===== src/rtl/rptr_fwft.sv =====
// Read-side pointer and first-word-fall-through output stage of the async FIFO.
// Synchronizes the Gray write pointer, tracks the read address and owns the output register.
module rptr_fwft #(
   parameter int ADDR_WIDTH  = 4,
   parameter int DATA_WIDTH  = 32,
   parameter int SYNC_STAGES = 2
) (
   input  logic                  rclk,
   input  logic                  r_nrst,
   input  logic [ADDR_WIDTH-1:0] wptr,
   input  logic [DATA_WIDTH-1:0] rdata_mem,
   input  logic                  rready,
   output logic [ADDR_WIDTH-1:0] raddr,
   output logic [ADDR_WIDTH-1:0] rptr,
   output logic [DATA_WIDTH-1:0] rdata,
   output logic                  rvalid,
   output logic                  empty,
   output logic [ADDR_WIDTH-1:0] rcount
);

   localparam logic [ADDR_WIDTH-1:0] ADDR_ONE = ADDR_WIDTH'(1);

   // Output register state; FULL_OUT is exactly the rvalid condition.
   typedef enum logic {
      EMPTY_OUT = 1'b0,
      FULL_OUT  = 1'b1
   } out_state_t;

   out_state_t state, state_next;

   logic [SYNC_STAGES-1:0][ADDR_WIDTH-1:0] sync_q;
   logic [ADDR_WIDTH-1:0] sync_wptr;
   logic [ADDR_WIDTH-1:0] sync_waddr;
   logic [ADDR_WIDTH-1:0] raddr_next;
   logic                  pop;

   function automatic logic [ADDR_WIDTH-1:0] flex_bin2gray(
      input logic [ADDR_WIDTH-1:0] v,
      input logic                  bin2gray
   );
      logic [ADDR_WIDTH-1:0] r;
      r = v ^ (v >> 1);
      if (!bin2gray) begin
         r[ADDR_WIDTH-1] = v[ADDR_WIDTH-1];
         for (int i = ADDR_WIDTH - 2; i >= 0; i--) begin
            r[i] = r[i+1] ^ v[i];
         end
      end
      return r;
   endfunction

   // wptr moves one Gray step at a time, so each stage sees at most one bit in flight.
   always_ff @(posedge rclk or negedge r_nrst) begin
      if (!r_nrst) begin
         sync_q <= '0;
      end else begin
         sync_q <= {sync_q[SYNC_STAGES-2:0], wptr};
      end
   end

   assign sync_wptr  = sync_q[SYNC_STAGES-1];
   assign sync_waddr = flex_bin2gray(sync_wptr, 1'b0);
   assign empty      = (sync_waddr == raddr);
   assign rcount     = sync_waddr - raddr;
   assign raddr_next = raddr + ADDR_ONE;
   assign rvalid     = (state == FULL_OUT);

   // Handshake: a word transfers on an rclk edge where rvalid && rready; while rvalid is
   // high and rready low, rdata is frozen; rready is ignored while rvalid is low.
   always_ff @(posedge rclk or negedge r_nrst) begin
      if (!r_nrst) begin
         state <= EMPTY_OUT;
      end else begin
         state <= state_next;
      end
   end

   always_comb begin
      state_next = state;
      pop        = !empty && ((state == EMPTY_OUT) || rready);
      case (state)
         EMPTY_OUT: if (pop) state_next = FULL_OUT;
         FULL_OUT:  if (rready && !pop) state_next = EMPTY_OUT;
         default:   state_next = EMPTY_OUT;
      endcase
   end

   // rptr is registered so the write domain never samples a combinational glitch.
   always_ff @(posedge rclk or negedge r_nrst) begin
      if (!r_nrst) begin
         raddr <= '0;
         rptr  <= '0;
         rdata <= '0;
      end else if (pop) begin
         raddr <= raddr_next;
         rptr  <= flex_bin2gray(raddr_next, 1'b1);
         rdata <= rdata_mem;
      end
   end

endmodule


===== config.mk =====
export PLATFORM = sky130hd
export DESIGN_NAME = rptr_fwft
export DESIGN_NICKNAME = d
export VERILOG_FILES = /design/src/rtl/rptr_fwft.sv
export SDC_FILE = /design/constraint.sdc
export NUM_CORES = 1
export LEC_CHECK = 0
export CORE_MARGIN = 1
export CORE_UTILIZATION = 38
export DETAILED_ROUTE_END_ITERATION = 6
export PLACE_DENSITY = 0.75
export SLEW_MARGIN = 20
export SYNTH_ARGS = -nofsm -noshare
export SYNTH_HDL_FRONTEND = slang
export SYNTH_SLANG_ARGS = --single-unit

===== constraint.sdc =====
create_clock -name rclk -period 2.6 [get_ports rclk]
set_clock_uncertainty 0.2 [all_clocks]
set_input_delay 0.39 -clock rclk [delete_from_list [all_inputs] [get_ports rclk]]
set_output_delay 0.39 -clock rclk [all_outputs]
set_load 0.02 [all_outputs]

After elaboration in Yosys (flattened, before gate mapping)
Index checks and enable logic that the tools add are counted.
{"block": "totals", "regBits": 49, "output_inout_bits": 46}
{"block": "op_classes", "bitwise_logic": 5, "n_addsub": 2, "n_reduce_logical": 5, "n_eq_ne": 1, "muxes": 3}
{"op": "adder 4 x 1 -> 4 bit (second input constant)", "count": 1}
{"op": "equality test 4 bit", "count": 1}
{"op": "subtractor 4 bit", "count": 1}
{"op": "bitwise XOR 4 x 3 -> 4 bit", "count": 1}
{"op": "bitwise XOR 1 bit", "count": 3}
{"op": "logical AND 1 bit", "count": 2}
{"op": "logical NOT 1 bit", "count": 2}
{"op": "two-way mux 1 bit", "count": 2}
{"op": "one-hot mux 1 bit (2 select lines)", "count": 1}
{"op": "logical OR 1 bit", "count": 1}
{"op": "inverter 1 bit", "count": 1}

Longest topological paths before layout
{"block": "depth", "word_depth": 10, "depth_mapped": 9, "ltp_nobuf": 8}

Least setup slack after synthesis
Ideal clock, no wire load.
{"block": "synth_timing", "path_kind": "register -> output", "from": "register sync_q, in the netlist sync_wptr[3]", "to": "output rcount[2]", "required_ns": 2.010, "setup_slack_ns": 0.005, "path_stages_with_launch": 8, "arrival_ns": 2.005, "path_cell_list": "dfrtp_1 -> xor2_1 -> xor2_1 -> xnor2_1 -> ha_1 -> inv_1 -> fa_1 -> xor2_1"}
{"block": "synth_between", "elab_chain_len": 4}
{"item": "from (decl)", "line_no": "31", "source": "logic [SYNC_STAGES-1:0][ADDR_WIDTH-1:0] sync_q;"}
{"item": "from (signal assigned)", "line_no": "57", "source": "sync_q <= {sync_q[SYNC_STAGES-2:0], wptr};"}
{"item": "bitwise XOR 1 bit *", "line_no": "46", "source": "r[i] = r[i+1] ^ v[i];"}
{"item": "bitwise XOR 1 bit (2 in series)", "line_no": "46"}
{"item": "subtractor 4 bit *", "line_no": "64", "source": "assign rcount = sync_waddr - raddr;"}
{"item": "to (decl)", "line_no": "18", "source": "output logic [ADDR_WIDTH-1:0] rcount"}
Every way passes the cells marked *; elsewhere a longest branch is shown, timed or not.

Final worst setup path
{"block": "layout_timing", "from": "register sync_q, in the netlist sync_wptr[3]", "to": "output rcount[3]"}
{"block": "layout_between", "elab_chain_len": 4}
{"item": "bitwise XOR 1 bit (3 in series)", "line_no": "46"}
{"item": "subtractor 4 bit *", "line_no": "64"}
Marked as above.

==> run metrics <==
fill cell count 386; top-level port count 85; mapped cell area between 2000 and 2500 um^2; crit start category flop; Synth cell types 20; VDD IR max ~0.65 mV; Worst-path clk slew approximately 0.080 ns; Critical Path End Type primary output; post-DP HPWL between 2 and 3 mm; dominant cells by area after synthesis dfrtp_1, mux2_4, xor2_1; CTS Buffer Depth 2; post-synth top area cell dfrtp_1; FF+latch count, synth 48; Ant. Diodes 0; Core ar. a little over 5000 um^2; drt wl/cell about 15 um; share of layout cells above drive strength 1 0.338; Die Y-Extent between 70 and 80 um; area of the multi-input gates approximately 840 um^2; kind of critical path reg -> out; detailed-route wire length between 4 and 5 mm; drt drc 0; endpoints failing hold 29; Final GP Congestion between 0.6 and 0.7; Post-Synth Adder-Cell Area 0.0341; Hold Buf Count CTS 0; min setup slack post-route -0.222 ns; Post-Synth Simple-Gate Area 0.0225; Critical Path RT between 2 and 2.5 ns; Mapped Cells about 130; gr ovfl total 0; DR iter-0 viols around 50; vias per cell approximately 4.4; post-synthesis sequential area ratio 0.585; initial antenna violation count 0; Tot Pwr roughly 3900 uW; max-slew violation count 0; share of the synthesized area in the top cell type 0.585; via count approximately 1400; crit share post-route 1.09; initial core utilization 0.397; Die Wd 75.5 um; sequential cell area ~1200 um^2; outcome complete, but fails checks; PortBufs 84; largest family of logic cells by synthesized area multiplexers; Mapped Nets 171; syn avg cell area approximately 16 um^2; CTS tree done; vias in the first global route 1236; Clk Latency, worst-skew pair ~0.29 ns; Slew HR 0.607; failing checks negative hold slack, negative setup slack; number of nets in the layout ~280; mux share of post-synthesis cell area 0.239; H-tree lvl count 2; antenna-violating nets left 0; Placement Rows 26; die area ~5700 um^2; Hold Slack -0.0214 ns; CTS buffer count 5; Final setup viols 36; GRT Util Overall 0.151; RSZ-0062 raised after global routing true; HP Class in -> async; largest net degree at the start of global routing 49; fin crit period around 2.8 ns; WP data arrival approximately 2.2 ns; Tightest Pin Transition 0.589 ns; power density cells roughly 1100 nW/um^2; Layout area overhead 64.1%; max-cap violation count 0; DRT Pass-1 Iters 4; P_leak 0.00152 uW; Num Clock Sinks 48; worst-path maximum fanout 2; first-pass GRT wire length slightly above 6 mm; CTS root buffer clkbuf_8; fmax around 0.35 GHz; Synth Warn # 0; xor/xnor share of the synthesized area 0.0633; Compound-Gate Fraction of Synth Area 0.0213
-- synthesized netlist by cell type, drive strengths merged --
master and n:
a21oi 1, dfrtp 48, mux2 33, o21ai 4
nand2b 1, a21o 1, xnor2 6, inv 5
fa 1, nor3 1, nand3 1, nand2 6
ha 4, buf 5, nor2 2, xor2 8
-- timing repair --
item                                    CTS  global route
cloned                                    0             6
gates resized for setup                  26            14
endpoints found under the setup margin   15            40
pin swaps                                 6             9
buffers inserted                          1             4
-- worst max-delay path, cell delays in order, from the launching register on --
cell and delay (ns):
dfrtp_1 0.42, xor2_2 0.21, xor2_2 0.16, buf_4 0.15, ha_1 0.30, a21o_1 0.21
a21oi_2 0.16, xor2_1 0.16, buf_4 0.16
-- power breakdown --
| part | internal (uW) | switching (uW) | total, uW |
|---|---|---|---|
| sequential | 982 | 150 | 1130 |
| combinational | 1240 | 989 | 2230 |
| clock | 276 | 226 | 503 |
| total | 2500 | 1370 | 3870 |
-- metal layers --
metal,share of wire,global-route usage,vias to the layer above
met1,0.44,0.204,665
met2,0.49,0.224,43
met4,0.020,0.0700,0
li1,-,-,633
met3,0.043,0.0463,9
met5,0,0,-
-- sequential cells by signal, indices dropped and copies added (netlist names) --
name,flops
rdata,32
rptr,4
sync_q,4
sync_wptr,4
raddr,3
rvalid,1
-- logic make-up after synthesis --
logic type               Yosys count
AND/OR/NAND/NOR                   11
multiplexers                      33
flip-flops                        48
AO/OA/AOI/OAI                      6
XOR/XNOR                          14
adder cells (fa/ha/maj)            5
buffers and inverters             10
-- path summary, 6_finish.rpt --
kind | start | to | slack [ns] | cells after the start
setup reg to reg | sync_wptr[3] | rdata[6] | -0.05 | 11
hold / removal | r_nrst | rdata[25] | -0.02 | 2
hold reg to reg | sync_q[1] | sync_wptr[1] | 0.15 | 0
setup / recovery | sync_wptr[3] | rcount[3] | -0.22 | 8
max in group asynchronous | r_nrst | rdata[5] | 1.82 | 2
min in group rclk | sync_q[1] | sync_wptr[1] | 0.15 | 0
-- layout make-up --
class / count / share of cell area
clock buffer: 5 / 0.0204
clock inverter: 1 / 0.00891
inverter: 5 / 0.00557
multi-input combinational: 69 / 0.249
sequential: 48 / 0.356
tap: 70 / 0.0260
timing repair buffer: 106 / 0.333
-- cell usage in the layout (no fill, tap or decap), types with 2 or more instances in the layout --
master           instances
xor2_2                   3
inv_1                    4
xnor2_1                  6
dfrtp_1                 48
clkbuf_8                 5
buf_4                   14
nand2_1                  6
xor2_1                   5
clkdlybuf4s50_1         78
buf_6                    4
clkbuf_16                4
mux2_4                  33
o21ai_0                  3
ha_1                     2
buf_12                   2
-- stage by stage --
stage	std cells	utilization	setup TNS (ns)	area, um^2	worst slack [ns]
after detailed placement	287	0.586	-1.23	3030	-0.424
after CTS	294	0.608	-0.558	3150	-0.201
after global routing	304	0.652	-5.89	3370	-0.362
after floorplan	127	-	0	2050	0.00539
after global placement	287	0.586	-0.816	3030	-0.284
final	304	0.652	-1.73	3370	-0.222
Power figures use the tool's default switching activity.
